--- src/rtl/hc595_frame_rx_if.sv ---
// Serial 74HC595 link lines plus the received-word outputs of the frame receiver.
interface hc595_frame_rx_if #(
    parameter int DATA_W = 16
);
    logic              SH_CP;
    logic              ST_CP;
    logic              DS;
    logic [DATA_W-1:0] Data;
    logic              Data_valid;
    logic              Frame_err;
    logic              Busy;

    // Transmitter / consumer side: drives the serial lines, observes the received word.
    modport master (
        output SH_CP, ST_CP, DS,
        input  Data, Data_valid, Frame_err, Busy
    );

    // Receiver side.
    modport slave (
        input  SH_CP, ST_CP, DS,
        output Data, Data_valid, Frame_err, Busy
    );
endinterface

--- src/rtl/hc595_frame_rx.sv ---
// 74HC595 serial frame receiver: oversampled SH_CP/ST_CP/DS, MSB-first shift, word out on ST_CP rise.
// Data_valid SYNC_STAGES+1 Clk after ST_CP pin rise (+2 with HC595_RX_GLITCH_FILTER_EN defined).
// No backpressure: the link is free-running, each ST_CP rise yields Data_valid or Frame_err.
module hc595_frame_rx #(
    parameter int DATA_W      = 16,
    parameter int SYNC_STAGES = 2,
    parameter int TIMEOUT_MAX = 255
) (
    input  logic               Clk,
    input  logic               Reset_n,
    hc595_frame_rx_if.slave    bus
);
    localparam int CW = $clog2(DATA_W + 2);
    localparam int TW = (TIMEOUT_MAX > 0) ? $clog2(TIMEOUT_MAX + 1) : 1;

    typedef enum logic {S_IDLE, S_SHIFT} state_t;

    logic [SYNC_STAGES-1:0] sh_sync_q, st_sync_q, ds_sync_q;
    logic                   sh_sync, st_sync, ds_sync;
    logic                   sh_lvl, st_lvl, ds_s;
    logic                   sh_lvl_q, st_lvl_q;
    logic                   sh_rise, st_rise;

    state_t                 state_q, state_d;
    logic [CW-1:0]          cnt_q, cnt_d, cnt_n;
    logic [TW-1:0]          tmo_q, tmo_d, tmo_inc;
    logic [DATA_W-1:0]      sh_q, sh_d;
    logic [DATA_W-1:0]      data_q, data_d;
    logic                   vld_q, vld_d;
    logic                   err_q, err_d;

    always_ff @(posedge Clk or negedge Reset_n) begin
        if (!Reset_n) begin
            sh_sync_q <= '0;
            st_sync_q <= '0;
            ds_sync_q <= '0;
        end else begin
            sh_sync_q <= {sh_sync_q[SYNC_STAGES-2:0], bus.SH_CP};
            st_sync_q <= {st_sync_q[SYNC_STAGES-2:0], bus.ST_CP};
            ds_sync_q <= {ds_sync_q[SYNC_STAGES-2:0], bus.DS};
        end
    end

    assign sh_sync = sh_sync_q[SYNC_STAGES-1];
    assign st_sync = st_sync_q[SYNC_STAGES-1];
    assign ds_sync = ds_sync_q[SYNC_STAGES-1];

`ifdef HC595_RX_GLITCH_FILTER_EN
    logic [1:0] sh_hist_q, st_hist_q, ds_hist_q;

    always_ff @(posedge Clk or negedge Reset_n) begin
        if (!Reset_n) begin
            sh_hist_q <= '0;
            st_hist_q <= '0;
            ds_hist_q <= '0;
        end else begin
            sh_hist_q <= {sh_hist_q[0], sh_sync};
            st_hist_q <= {st_hist_q[0], st_sync};
            ds_hist_q <= {ds_hist_q[0], ds_sync};
        end
    end

    // Level follows the line only once the current and two previous samples agree.
    assign sh_lvl = (sh_sync == sh_hist_q[0] && sh_sync == sh_hist_q[1]) ? sh_sync : sh_lvl_q;
    assign st_lvl = (st_sync == st_hist_q[0] && st_sync == st_hist_q[1]) ? st_sync : st_lvl_q;
    assign ds_s   = ds_hist_q[1];
`else
    assign sh_lvl = sh_sync;
    assign st_lvl = st_sync;
    assign ds_s   = ds_sync;
`endif

    always_ff @(posedge Clk or negedge Reset_n) begin
        if (!Reset_n) begin
            sh_lvl_q <= 1'b0;
            st_lvl_q <= 1'b0;
        end else begin
            sh_lvl_q <= sh_lvl;
            st_lvl_q <= st_lvl;
        end
    end

    assign sh_rise = sh_lvl & ~sh_lvl_q;
    assign st_rise = st_lvl & ~st_lvl_q;
    assign tmo_inc = tmo_q + TW'(1);

    always_ff @(posedge Clk or negedge Reset_n) begin
        if (!Reset_n) begin
            state_q <= S_IDLE;
            cnt_q   <= '0;
            tmo_q   <= '0;
            sh_q    <= '0;
            data_q  <= '0;
            vld_q   <= 1'b0;
            err_q   <= 1'b0;
        end else begin
            state_q <= state_d;
            cnt_q   <= cnt_d;
            tmo_q   <= tmo_d;
            sh_q    <= sh_d;
            data_q  <= data_d;
            vld_q   <= vld_d;
            err_q   <= err_d;
        end
    end

    always_comb begin
        cnt_n  = cnt_q;
        sh_d   = sh_q;
        tmo_d  = '0;
        data_d = data_q;
        vld_d  = 1'b0;
        err_d  = 1'b0;

        if (sh_rise) begin
            sh_d = {sh_q[DATA_W-2:0], ds_s};
            if (cnt_q != CW'(DATA_W + 1))
                cnt_n = cnt_q + CW'(1);
        end
        cnt_d = cnt_n;

        // A strobe judges the count after any shift in the same cycle.
        if (st_rise) begin
            if (cnt_n == CW'(DATA_W)) begin
                data_d = sh_d;
                vld_d  = 1'b1;
            end else begin
                err_d  = 1'b1;
            end
            cnt_d = '0;
        end else if (state_q == S_SHIFT && !sh_rise && TIMEOUT_MAX != 0) begin
            if (tmo_inc == TW'(TIMEOUT_MAX)) begin
                err_d = 1'b1;
                cnt_d = '0;
            end else begin
                tmo_d = tmo_inc;
            end
        end

        state_d = (cnt_d != '0) ? S_SHIFT : S_IDLE;
    end

    always_comb begin
        bus.Data       = data_q;
        bus.Data_valid = vld_q;
        bus.Frame_err  = err_q;
        bus.Busy       = (state_q == S_SHIFT);
    end
endmodule
--- src/flat_wrapper.sv ---
// flat-port wrapper written by rule: the top's interface ports become plain ports
module hc595_frame_rx_flat 
#(
    parameter int DATA_W      = 16,
    parameter int SYNC_STAGES = 2,
    parameter int TIMEOUT_MAX = 255
)
  (Clk, Reset_n, bus_SH_CP, bus_ST_CP, bus_DS, bus_Data, bus_Data_valid, bus_Frame_err, bus_Busy);
  hc595_frame_rx_if #(.DATA_W(DATA_W)) bus_i ();
  input  logic Clk;
  input  logic Reset_n;
  input wire logic [$bits(bus_i.SH_CP)-1:0] bus_SH_CP;
  input wire logic [$bits(bus_i.ST_CP)-1:0] bus_ST_CP;
  input wire logic [$bits(bus_i.DS)-1:0] bus_DS;
  output wire logic [$bits(bus_i.Data)-1:0] bus_Data;
  output wire logic [$bits(bus_i.Data_valid)-1:0] bus_Data_valid;
  output wire logic [$bits(bus_i.Frame_err)-1:0] bus_Frame_err;
  output wire logic [$bits(bus_i.Busy)-1:0] bus_Busy;
  assign bus_i.SH_CP = bus_SH_CP;
  assign bus_i.ST_CP = bus_ST_CP;
  assign bus_i.DS = bus_DS;
  assign bus_Data = bus_i.Data;
  assign bus_Data_valid = bus_i.Data_valid;
  assign bus_Frame_err = bus_i.Frame_err;
  assign bus_Busy = bus_i.Busy;
  hc595_frame_rx #(.DATA_W(DATA_W), .SYNC_STAGES(SYNC_STAGES), .TIMEOUT_MAX(TIMEOUT_MAX)) u_core (.Clk(Clk), .Reset_n(Reset_n), .bus(bus_i));
endmodule
--- config.mk ---
export PLATFORM = sky130hd
export DESIGN_NAME = hc595_frame_rx_flat
export DESIGN_NICKNAME = d
export VERILOG_FILES = /design/src/rtl/hc595_frame_rx_if.sv /design/src/rtl/hc595_frame_rx.sv /design/src/flat_wrapper.sv
export SDC_FILE = /design/constraint.sdc
export NUM_CORES = 1
export LEC_CHECK = 0
export ABC_AREA = 1
export CAP_MARGIN = 20
export CORE_ASPECT_RATIO = 1.4
export CORE_MARGIN = 3
export CORE_UTILIZATION = 58
export CTS_BUF_LIST = sky130_fd_sc_hd__clkbuf_16
export DETAILED_ROUTE_END_ITERATION = 16
export PLACE_DENSITY = 0.81
export SYNTH_ARGS = -nofsm -noshare
export SYNTH_HDL_FRONTEND = slang
export SYNTH_SLANG_ARGS = --single-unit
--- constraint.sdc ---
create_clock -name Clk -period 2.9 [get_ports Clk]
set_input_delay 0.29 -clock Clk [delete_from_list [all_inputs] [get_ports Clk]]
set_output_delay 0.29 -clock Clk [all_outputs]
set_load 0.02 [all_outputs]
==> flow_metrics.env, run 1 <==
export IMPL_fp_dieH_um=84.3
export IMPL_finalHoldViolCount=0
export IMPL_total_power_mw=1.62
export IMPL_rsz0062_at_grt="no"
export IMPL_syn_avg_cell_area_um2=9.63
export IMPL_final_area_um2=2940
export IMPL_cts_root_buf="clkbuf_16"
export IMPL_cp_start_kind="register"
export IMPL_syn_instance_count=264
export IMPL_gp_congestion=0.857
export IMPL_antenna_cells=0
export IMPL_io_buffers=23
export IMPL_start_util_pct=62.2
export IMPL_synth_top_area_share_pct=55.1
export IMPL_r2r_cells=11
export IMPL_drc_errors=0
export IMPL_cts_clk_slew_worst_paths_ns=0.07
export IMPL_crit_path_end_kind="register"
export IMPL_whs_ns=0.164
export IMPL_firstDrtPassIters=4
export IMPL_dp_worst_setup_slack_ns=0.713
export IMPL_drive_above_1_share_pct=17.0
export IMPL_cts_buffers=5
export IMPL_wirelength_mm=4.54
export IMPL_place_inst=339
export IMPL_min_period_ns=2.17
export IMPL_via_per_inst=5.04
export IMPL_post_route_period_util_pct=74.8
export IMPL_fin_nets=297
export IMPL_tightest_slew_ns=1.00
export IMPL_cts_resized=0
export IMPL_ys_flop_type="dfrtp_1"
export IMPL_setup_viol=0
export IMPL_synthesis_area_um2=2540
export IMPL_place_hpwl_mm=3.17
export IMPL_multi_input_area_um2=981
export IMPL_tritoncts="yes"
export IMPL_utilization_pct=71.8
export IMPL_grt_max_degree=48
export IMPL_synth_seq_cells=56
export IMPL_die_area_um2=5220
export IMPL_grt_pass1_vias=1770
export IMPL_crit_path_max_incr_delay_ns=0.42
export IMPL_areaGrowthSynthToFinish_pct=15.5
export IMPL_grt_antenna_before_repair=0
export IMPL_grt_pass1_wl_mm=7.91
export IMPL_yosysSeqAreaShare_pct=55.1
export IMPL_min_path_type="in2async"
export IMPL_cts_setup_buffers=0
export IMPL_drt_iter0_drc=58
export IMPL_final_cell_count_no_fill=347
export IMPL_critPathBufInv=3
export IMPL_clock_sinks=56
export IMPL_tns_ns=0
export IMPL_worst_path_dominant_cell_family="simple AND/OR/NAND/NOR gates"
export IMPL_num_vias=1748
export IMPL_ys_types=33
export IMPL_clock_latency_ns=0.29
export IMPL_pwr_density_cell_nw_per_um2=552
export IMPL_row_count=27
export IMPL_outcome="finished clean"
export IMPL_synth_top_area_cell="dfrtp_1"
export IMPL_fp_dieW_um=61.9
export IMPL_crit_slowest_cell="dfrtp_1"
export IMPL_drv_cap=0
export IMPL_synth_area_leaders="dfrtp_1 (55%), nand2_1 (12%), nand2_4 (5.3%), nand4_1 (3.9%), inv_1 (3.0%)"
export IMPL_ios=24
export IMPL_ys_warn_count=0
export IMPL_synth_async_reset_ratio_pct=100
export IMPL_crit_fanout=22
export IMPL_max_vdd_ir_drop_v=0.000379
export IMPL_clock_fmax_ghz=0.461
export IMPL_cp_required_ns=3.08
export IMPL_wire_per_inst_um=13.1
export IMPL_path_class="reg2reg"
export IMPL_core_area_um2=4090
export IMPL_path_depth=11
export IMPL_track_usage_pct=20.3
export IMPL_htree_num_levels=2
export IMPL_synth_edf_count=0
export IMPL_worstPathArrival_ns=2.35
export IMPL_dpl_cell_area_um2=2790
export IMPL_p_leak_nw=1.48
export IMPL_drtAntennaViolNets=0
export IMPL_fillCellCount=295
export IMPL_path_cells="nand2_4, inv_4, nand3_2, nand2_1, nor2_2, clkinv_1, nand2_2, nor2_8, nand3_4, inv_1, nor2_1"
export IMPL_slew_headroom_pct=33.3
export IMPL_globalRoute_totalOverflow=0
export IMPL_ctsLongestPathBuffers=2
export IMPL_regArea_um2=1400
export IMPL_final_max_slew_viol_count=0
export IMPL_syn_nets=273
export IMPL_fin_skew_ns=0.00433
export IMPL_holdBufCountCts=0
export IMPL_setup_ws_ns=0.732
-- synth_stat cells, types with 2 or more instances --
master	count
ha_1	4
nand2_1	81
inv_2	4
nand2_2	12
nor2_1	19
buf_2	3
o211ai_1	2
nand2_4	12
nand4_1	16
nand3_1	10
nand3_2	2
dfrtp_1	56
nor2_2	2
inv_1	20
clkbuf_1	2
o21ai_0	2
-- logic make-up after synthesis --
| kind of cell | after synthesis | synth area share, % |
|---|---|---|
| compound gates | 6 | 1.48 |
| fa+ha+maj | 4 | 1.97 |
| flops | 56 | 55.1 |
| xor+xnor | 2 | 0.985 |
| buf+inv | 34 | 6.25 |
| simple gates | 162 | 34.2 |
-- per-layer routing --
layer	global-route usage, %	share of wire [%]	up-vias
met2	33.1	54	22
met1	25.6	42	845
met4	7.92	1.8	0
met3	4.00	2.4	7
met5	0	0	-
li1	-	-	874
-- flip-flops by register name, summed over array words and instances (netlist names) --
name / flops
u_core.ds_sync_q: 2
u_core.bus.Frame_err: 1
u_core.sh_lvl_q: 1
u_core.sh_q: 16
u_core.bus.Data: 16
u_core.bus.Data_valid: 1
u_core.st_sync_q: 2
u_core.st_lvl_q: 1
u_core.tmo_q: 8
u_core.cnt_q: 5
u_core.bus.Busy: 1
u_core.sh_sync_q: 2
-- cells in the final DEF (no fill, tap or decap), types with 2 or more instances in the layout --
cell,synthesis,layout
clkbuf_16,0,5
clkdlybuf4s50_1,0,22
clkinv_1,1,2
clkinv_2,1,2
dfrtp_1,56,56
ha_1,4,4
inv_1,20,20
inv_2,4,4
nand2_1,81,81
nand2_2,12,12
nand2_4,12,12
nand3_1,10,10
nand3_2,2,2
nand4_1,16,16
nor2_1,19,19
nor2_2,2,2
o211ai_1,2,2
o21ai_0,2,2
-- power breakdown --
group          switching [mW]  leakage, nW  internal (mW)  total [mW]
logic                   0.106        0.657         0.0517       0.157
clock network           0.270       0.0716          0.319       0.589
registers              0.0350        0.750          0.838       0.873
-- area by class of cell --
cell class	count	area share [%]
Clock buffer	5	4.26
Clock inverter	3	0.597
Inverter	27	3.58
Multi-Input combinational cell	174	33.4
Sequential cell	56	47.7
Tap cell	58	2.47
Timing Repair Buffer	24	7.93
-- final timing paths --
check                               startpoint                    to  slack, ns
max                        u_core.sh_sync_q[1]  u_core.bus.Frame_err       0.73
min                                    Reset_n       u_core.tmo_q[2]       0.16
max reg2reg                u_core.sh_sync_q[1]  u_core.bus.Frame_err       0.73
min reg2reg                u_core.sh_sync_q[0]   u_core.sh_sync_q[1]       0.35
max in group asynchronous              Reset_n    u_core.bus.Data[0]       2.00
min in group Clk           u_core.sh_sync_q[0]   u_core.sh_sync_q[1]       0.35
(Power assumes the default switching activity.)
==> inputs of run 2 (changes only) <==
CORE_UTILIZATION = 51   (was 58)
PLACE_DENSITY = 0.75   (was 0.81)
clock period = 1.9 ns   (was 2.9 ns; I/O delays follow)
==> flow_metrics.env, run 2 (synthesis gave the netlist of run 1 again) <==
export IMPL_path_cells="ha_1, nand3_2, nand2_2, nand2_1, o21ai_1, inv_2, nand2_4, nor2_8, nand3_4, buf_12, nand2_4, nand2_2"
export IMPL_fin_nets=305
export IMPL_drc_errors=0
export IMPL_grt_antenna_before_repair=0
export IMPL_wire_per_inst_um=12.3
export IMPL_min_path_type="in2reg"
export IMPL_tritoncts="yes"
export IMPL_ctsLongestPathBuffers=2
export IMPL_worst_path_dominant_cell_family="simple AND/OR/NAND/NOR gates"
export IMPL_io_buffers=23
export IMPL_final_max_slew_viol_count=0
export IMPL_clock_latency_ns=0.28
export IMPL_fin_skew_ns=0.00602
export IMPL_drt_iter0_drc=63
export IMPL_cts_clk_slew_worst_paths_ns=0.07
export IMPL_slew_headroom_pct=66.7
export IMPL_cts_buffers=5
export IMPL_via_per_inst=5.08
export IMPL_htree_num_levels=2
export IMPL_antenna_cells=0
export IMPL_ios=24
export IMPL_globalRoute_totalOverflow=0
export IMPL_critPathBufInv=2
export IMPL_p_leak_nw=1.55
export IMPL_crit_path_max_incr_delay_ns=0.43
export IMPL_cp_required_ns=2.08
export IMPL_rsz0062_at_grt="no"
export IMPL_start_util_pct=54.3
export IMPL_worstPathArrival_ns=1.94
export IMPL_tightest_slew_ns=0.499
export IMPL_firstDrtPassIters=6
export IMPL_cts_root_buf="clkbuf_16"
export IMPL_finalHoldViolCount=0
export IMPL_row_count=29
export IMPL_tns_ns=0
export IMPL_post_route_period_util_pct=92.9
export IMPL_dpl_cell_area_um2=2860
export IMPL_crit_slowest_cell="dfrtp_1"
export IMPL_fp_dieW_um=65.7
export IMPL_drv_cap=0
export IMPL_areaGrowthSynthToFinish_pct=21.6
export IMPL_grt_max_degree=22
export IMPL_final_common_cell="nand2_1"
export IMPL_setup_viol=0
export IMPL_drtAntennaViolNets=0
export IMPL_final_cell_mix="nand2_1 (80), dfrtp_1 (56), clkdlybuf4s50_1 (22)"
export IMPL_outcome="finished clean"
export IMPL_num_vias=1824
export IMPL_place_hpwl_mm=3.19
export IMPL_clock_sinks=56
export IMPL_fp_dieH_um=89.5
export IMPL_clock_fmax_ghz=0.567
export IMPL_utilization_pct=66.0
export IMPL_wirelength_mm=4.42
export IMPL_gp_congestion=0.773
export IMPL_pwr_density_cell_nw_per_um2=888
export IMPL_path_class="reg2reg"
export IMPL_track_usage_pct=16.8
export IMPL_core_area_um2=4680
export IMPL_final_area_um2=3090
export IMPL_die_area_um2=5880
export IMPL_drive_above_1_share_pct=20.5
export IMPL_max_vdd_ir_drop_v=0.000787
export IMPL_crit_fanout=10
export IMPL_min_period_ns=1.76
export IMPL_cp_start_kind="register"
export IMPL_grt_pass1_wl_mm=7.63
export IMPL_crit_path_end_kind="register"
export IMPL_grt_pass1_vias=1818
-- run 2: routing by layer --
metal | routed length, µm | vias to the layer above | GRT usage [%]
li1 | - | 899 | -
met1 | 1860 | 889 | 19.7
met2 | 2390 | 30 | 29.7
met3 | 108 | 6 | 3.52
met4 | 59 | 0 | 7.17
met5 | 0 | - | 0
-- run 2: cell type report --
| class | instances | area [µm²] |
|---|---|---|
| Clock buffer | 5 | 125 |
| Fill cell | 373 | 1590 |
| Multi-Input combinational cell | 174 | 1000 |
| Inverter | 27 | 105 |
| Clock inverter | 3 | 68.8 |
| Sequential cell | 56 | 1400 |
| Timing Repair Buffer | 32 | 308 |
| Tap cell | 62 | 77.6 |
-- run 2: worst paths after layout --
kind                                      from             endpoint  slack [ns]  cells after the start
setup / recovery               u_core.cnt_q[0]   u_core.bus.Data[3]        0.14                     12
hold / removal                       bus_ST_CP  u_core.st_sync_q[0]        0.34                      1
setup reg to reg               u_core.cnt_q[0]   u_core.bus.Data[3]        0.14                     12
hold reg to reg            u_core.st_sync_q[0]  u_core.st_sync_q[1]        0.35                      0
max in group asynchronous              Reset_n       u_core.sh_q[7]        0.87                      3
min in group asynchronous              Reset_n      u_core.tmo_q[2]        0.40                      2
-- run 2: timing repair --
action | CTS | global route
endpoints found under the hold margin | 19 | 0
setup buffers | 0 | 0
hold buffers | 1 | 0
setup endpoints to repair | 0 | 14
gates resized for setup | 0 | 5
-- run 2: report_power, final --
group / switching (mW) / internal (mW) / leakage [nW]
registers: 0.0498 / 1.28 / 0.750
logic: 0.168 / 0.0899 / 0.704
clock network: 0.397 / 0.759 / 0.0944
total: 0.615 / 2.13 / 1.55
-- run 2: through the flow --
stage	cells	total power [mW]	hold slack, ns	setup slack, ns
floorplan	264	1.51	-0.106	0.246
global placement	350	1.59	0.175	0.148
detailed placement	350	1.60	0.183	0.0889
CTS	359	2.77	0.332	0.0812
global route	359	2.87	0.335	0.00772
finish	359	2.74	0.336	0.135
